==> src/rtl/cell_draw_sched.sv <==
// cell_draw_sched: owns the 18x18 digit-sprite drawer and walks it over the
// 9x9 Sudoku grid. It takes single-cell and full-board redraw requests from
// game logic and reads each cell's digit from the synchronous board RAM. It
// enables the drawer and maps the drawer's local x/y onto screen coordinates.
module cell_draw_sched #(
  parameter int unsigned GRID_X0    = 70,  // screen x of cell (0,0)
  parameter int unsigned GRID_Y0    = 30,  // screen y of cell (0,0)
  parameter int unsigned CELL_PITCH = 20   // 18-pixel sprite + 2-pixel gridline
) (
  input  logic       clk,
  input  logic       resetn,
  input  logic       full_req,
  input  logic       cell_req,
  input  logic [3:0] cell_row,
  input  logic [3:0] cell_col,
  output logic [6:0] board_addr,
  input  logic [3:0] board_data,
  output logic [3:0] digit_sel,
  output logic       drw_enable,
  input  logic [4:0] drw_x,
  input  logic [4:0] drw_y,
  input  logic       drw_done,
  output logic [8:0] vga_x,
  output logic [7:0] vga_y,
  output logic       plot,
  output logic       busy,
  output logic       frame_done
);

  typedef enum logic [2:0] {
    IDLE, FETCH, WAIT_RD, DRAW, RELEASE, NEXT, DONE
  } state_t;

  state_t     state;
  logic       mode_full;   // 1: sweeping all 81 cells, 0: single cell
  logic [3:0] row;
  logic [3:0] col;
  logic [6:0] idx;         // linear cell index, always equal to row*9+col
  logic       pend_full;
  logic       pend_cell;
  logic [3:0] pend_row;
  logic [3:0] pend_col;
  logic       req_ok;

  // Out-of-range cell requests never reach the FSM or the pending slot.
  assign req_ok = cell_req && (cell_row <= 4'd8) && (cell_col <= 4'd8);

  // The index register drives the RAM address directly. It is loaded as the
  // FSM enters FETCH, so the RAM captures it at the end of FETCH and its data
  // is ready during WAIT_RD.
  assign board_addr = idx;

  // row*9+col as shift-and-add. This is used only when a single-cell job starts.
  function automatic logic [6:0] cell_idx(input logic [3:0] r, input logic [3:0] c);
    return {r, 3'b000} + 7'(r) + 7'(c);
  endfunction

  // Job sequencer, request queueing and registered pixel pipeline.
  // NOTE: every register here uses <= so all reads see pre-edge values.
  always_ff @(posedge clk or negedge resetn) begin
    if (!resetn) begin
      state      <= IDLE;
      mode_full  <= 1'b0;
      row        <= '0;
      col        <= '0;
      idx        <= '0;
      pend_full  <= 1'b0;
      pend_cell  <= 1'b0;
      pend_row   <= '0;
      pend_col   <= '0;
      digit_sel  <= '0;
      drw_enable <= 1'b0;
      vga_x      <= '0;
      vga_y      <= '0;
      plot       <= 1'b0;
      busy       <= 1'b0;
      frame_done <= 1'b0;
    end else begin
      frame_done <= 1'b0;

      // Pixel pipeline: one cycle behind the drawer's counters.
      if (drw_enable) begin
        vga_x <= 9'(GRID_X0) + 9'(col) * 9'(CELL_PITCH) + 9'(drw_x);
        vga_y <= 8'(GRID_Y0) + 8'(row) * 8'(CELL_PITCH) + 8'(drw_y);
      end
      plot <= drw_enable & ~drw_done;

      // A full request supersedes any queued cell. Once a full redraw is
      // queued, later cell requests are dropped.
      if (state != IDLE) begin
        if (full_req) begin
          pend_full <= 1'b1;
          pend_cell <= 1'b0;
        end else if (req_ok && !pend_full) begin
          pend_cell <= 1'b1;
          pend_row  <= cell_row;
          pend_col  <= cell_col;
        end
      end

      case (state)
        IDLE: begin
          if (full_req || pend_full) begin
            mode_full <= 1'b1;
            row       <= '0;
            col       <= '0;
            idx       <= '0;
            pend_full <= 1'b0;
            pend_cell <= 1'b0;
            busy      <= 1'b1;
            state     <= FETCH;
          end else if (req_ok) begin
            mode_full <= 1'b0;
            row       <= cell_row;
            col       <= cell_col;
            idx       <= cell_idx(cell_row, cell_col);
            pend_cell <= 1'b0;
            busy      <= 1'b1;
            state     <= FETCH;
          end else if (pend_cell) begin
            mode_full <= 1'b0;
            row       <= pend_row;
            col       <= pend_col;
            idx       <= cell_idx(pend_row, pend_col);
            pend_cell <= 1'b0;
            busy      <= 1'b1;
            state     <= FETCH;
          end
        end
        FETCH: state <= WAIT_RD;
        WAIT_RD: begin
          digit_sel  <= (board_data > 4'd9) ? 4'd0 : board_data;
          drw_enable <= 1'b1;
          state      <= DRAW;
        end
        DRAW: begin
          if (drw_done) begin
            drw_enable <= 1'b0;
            state      <= RELEASE;
          end
        end
        RELEASE: begin
          // drw_enable stays low here for exactly one cycle so the drawer re-inits.
          if (mode_full) begin
            state <= NEXT;
          end else begin
            frame_done <= 1'b1;
            state      <= DONE;
          end
        end
        NEXT: begin
          if (row == 4'd8 && col == 4'd8) begin
            frame_done <= 1'b1;
            state      <= DONE;
          end else begin
            if (col == 4'd8) begin
              col <= '0;
              row <= row + 4'd1;
            end else begin
              col <= col + 4'd1;
            end
            idx   <= idx + 7'd1;
            state <= FETCH;
          end
        end
        DONE: begin
          busy  <= 1'b0;
          state <= IDLE;
        end
        default: state <= IDLE;
      endcase
    end
  end

endmodule

==> config.mk <==
export PLATFORM = sky130hd
export DESIGN_NAME = cell_draw_sched
export DESIGN_NICKNAME = d
export VERILOG_FILES = /design/src/rtl/cell_draw_sched.sv
export SDC_FILE = /design/constraint.sdc
export NUM_CORES = 1
export LEC_CHECK = 0
export ABC_AREA = 1
export CAP_MARGIN = 25
export CELL_PAD_IN_SITES_DETAIL_PLACEMENT = 0
export CELL_PAD_IN_SITES_GLOBAL_PLACEMENT = 1
export CORE_ASPECT_RATIO = 0.5
export CORE_UTILIZATION = 40
export CTS_CLUSTER_DIAMETER = 40
export DETAILED_ROUTE_END_ITERATION = 7
export PLACE_DENSITY = 0.85
export REMOVE_ABC_BUFFERS = 1
export SLEW_MARGIN = 10
export SYNTH_ARGS = -nofsm -noshare
export SYNTH_HDL_FRONTEND = slang
export SYNTH_SLANG_ARGS = --single-unit
export TNS_END_PERCENT = 30
==> constraint.sdc <==
create_clock -name clk -period 3.1 [get_ports clk]
set_clock_uncertainty 0.2 [all_clocks]
set_input_delay 0.62 -clock clk [delete_from_list [all_inputs] [get_ports clk]]
set_output_delay 0.62 -clock clk [all_outputs]
set_load 0.05 [all_outputs]
==> impl_metrics.toml <==
[clock_network]
htree_num_levels = 2
cts_hold_buffers = 0
postCtsSetupBuffers = 0
cts_tree = "done"
worstSkewPairLatency_ps = 300
ctsResizeCount = 0
clk_pin_slew_worst_paths_ps = 70
cts_sinks = 54
cts_buffers = 5
clk_path_buf_depth = 2
cts_root_buf = "clkbuf_16"

[sta]
tns_ps = 0
tightest_slew_ps = 749
max_freq_mhz = 356
setup_viol = 0
holdWs_ps = 182
rsz0062_at_grt = "false"
maxSlewViolCount = 0
finalCritPeriodShare = 0.906
slew_headroom = 0.501
fin_crit_ps = 2810
finalHoldViolations = 0
setup_slack_ps = 293

[critical_path]
critPathLaunchType = "input pin"
r2r_setup_slack_ps = 600
reg2reg_to = "vga_x[7]"
cp.required_ps = 3090
reg2reg_depth = 9
worst-path-max-fanout = 3
cpMostUsedCell = "nand2_1"
cp-endpoint = "board_addr[4]"
setup.worst_path.start = "cell_row[3]"
path_class = "input pin to flop"
r2r-start = "col[3]"
crit_chain = "clkdlybuf4s50_1 -> inv_1 -> fa_1 -> inv_1 -> ha_1 -> or2_2 -> nand2_1 -> nand2_1 -> nand2_1 -> nand2_1 -> nand3_1 -> nand2_1 -> nand2_1 -> nand2_1"
critPathCaptureType = "flop"
max_stage_delay_ps = 510
critical_path.slowest_cell = "clkdlybuf4s50_1"
worstPathArrival_ps = 2800

[logic_synthesis]
mappedNetlistArea_sq_um = 3920
yosys.area.top_type = "dfrtp_1"
synth_top_family_by_area = "simple AND/OR/NAND/NOR gates"
async_flop_share = 1.00
synth_cell_type_count = 34
synth_xor_area_frac = 0.0223
synth_ff_type = "dfrtp_1"
ys_seq_area_frac = 0.345
synth_top_cells_by_area = "dfrtp_1, nand2_1, ha_1"
synthMuxAreaShare = 0
ys_seq_elements = 54
synth_most_common_cell = "nand2_1"
yosys_warnings = 0
ys_top_cells_by_count = "nand2_1, inv_1, dfrtp_1, ha_1, nand3_1"
yosys.area_share.adder = 0.175
synth_cells = 531
synth-edff-count = 0
yosys.area_share.simple = 0.285
synth_area_per_cell_sq_um = 7.38
yosys.area.top_type_share = 0.345
synth-compound-area-share = 0.0769

[grt]
grtUsageMet1 = 0.264
grtUsageTotal = 0.185
globalRouteMet3Util = 0.0317
grt_overflow = 0
grt_pass1_wl_mm = 14.9
grt_pass1_vias = 3107
grt_max_degree = 32
grt_busiest_layer = "met2"
met2_usage = 0.292
grt_antenna_before_repair = 0

[floorplanning]
start_util = 0.413
dieArea_sq_um = 10200
rows = 25
die_h_um = 72.0
core_area_sq_um = 9480
num_io_pins = 59
dieWidth_um = 142

[placement]
pre_cts_ws_ps = -39.1
gp_congestion = 0.817
dp_hpwl_mm = 6.94
port_buffers = 58

[power]
p_leak_uw = 0.00258
finalPower_uw = 4850
ir_drop_mv = 0.287
power_density_nw_per_um2 = 1000

[status]
status = "complete, no violations"

[routing]
drc = 0
routed_wl_mm = 8.80
first_iter_violations = 161
avgViaCountPerCell = 4.59
firstDrtPassIters = 4
drt.antenna.violating_nets = 0
num_vias = 3371
wl_per_cell_um = 12.0

[run]
drv_cap = 0

[layout]
layout-drive-gt1-share = 0.0650
syn_to_final_growth_pct = 23.8
antenna_cells = 0
fin_nets = 677

[hold_path]
hold_path_class = "input pin to asynchronous set/reset pin"
[per-stage QoR]
step	utilization	std cells	area [sq um]
after floorplan	-	521	3860
after global placement	0.497	728	4710
after detailed placement	0.497	728	4710
after CTS	0.512	735	4850
after global routing	0.512	735	4850
final	0.512	735	4850
[area by class of cell]
cell class	count	area (sq um)
Multi-Input combinational cell	382	2190
Tap cell	135	169
Clock inverter	2	13.8
Timing Repair Buffer	72	681
Fill cell	931	4630
Inverter	85	319
Clock buffer	5	125
Sequential cell	54	1350
[cells in the final DEF (no fill, tap or decap), drive strengths merged, types with 2 or more instances in the layout]
master	instances
clkbuf	5
a31oi	2
nor2	34
nand3	44
dfrtp	54
o21ai	35
nand2	180
xnor2	4
buf	15
xor2	6
inv	85
ha	42
nand3b	3
clkinv	2
nor3	4
a21oi	12
fa	8
clkdlybuf4s50	57
[state kept, by name, summed over array words and instances (netlist names)]
name,cells
board_addr,7
busy,1
col,4
digit_sel,4
drw_enable,1
frame_done,1
mode_full,1
pend_cell,1
pend_col,4
pend_full,1
pend_row,4
plot,1
row,4
state,3
vga_x,9
vga_y,8
[cells by family after synthesis]
family,after synthesis
flip-flops,54
adder cells (fa/ha/maj),50
buffers and inverters,95
AO/OA/AOI/OAI,55
XOR/XNOR,10
AND/OR/NAND/NOR,267
[critical path: cells and delay by family]
| kind | cells | cell delay [ps] |
|---|---|---|
| fa+ha+maj | 2 | 790 |
| buf+inv | 3 | 650 |
| simple gates | 9 | 740 |
[power breakdown]
| part | switching [uW] | total (uW) | internal (uW) |
|---|---|---|---|
| Combinational | 1910 | 2980 | 1080 |
| Clock | 268 | 565 | 297 |
| Sequential | 285 | 1300 | 1020 |
| Total | 2460 | 4850 | 2390 |
[layer usage]
| metal | vias up | routed length, um |
|---|---|---|
| met2 | 61 | 3650 |
| met5 | - | 0 |
| met1 | 1493 | 4730 |
| li1 | 1810 | - |
| met4 | 0 | 86 |
| met3 | 7 | 337 |
[worst min path at each step]
stage	end	startpoint	slack, ps
after floorplan	board_addr[0]	resetn	120
after global placement	vga_x[2]	vga_x[2]	250
after detailed placement	vga_y[0]	vga_y[0]	260
after CTS	digit_sel[3]	resetn	210
after global routing	digit_sel[3]	resetn	240
final	digit_sel[3]	resetn	180
No activity file was read; power rests on OpenSTA's default activity.
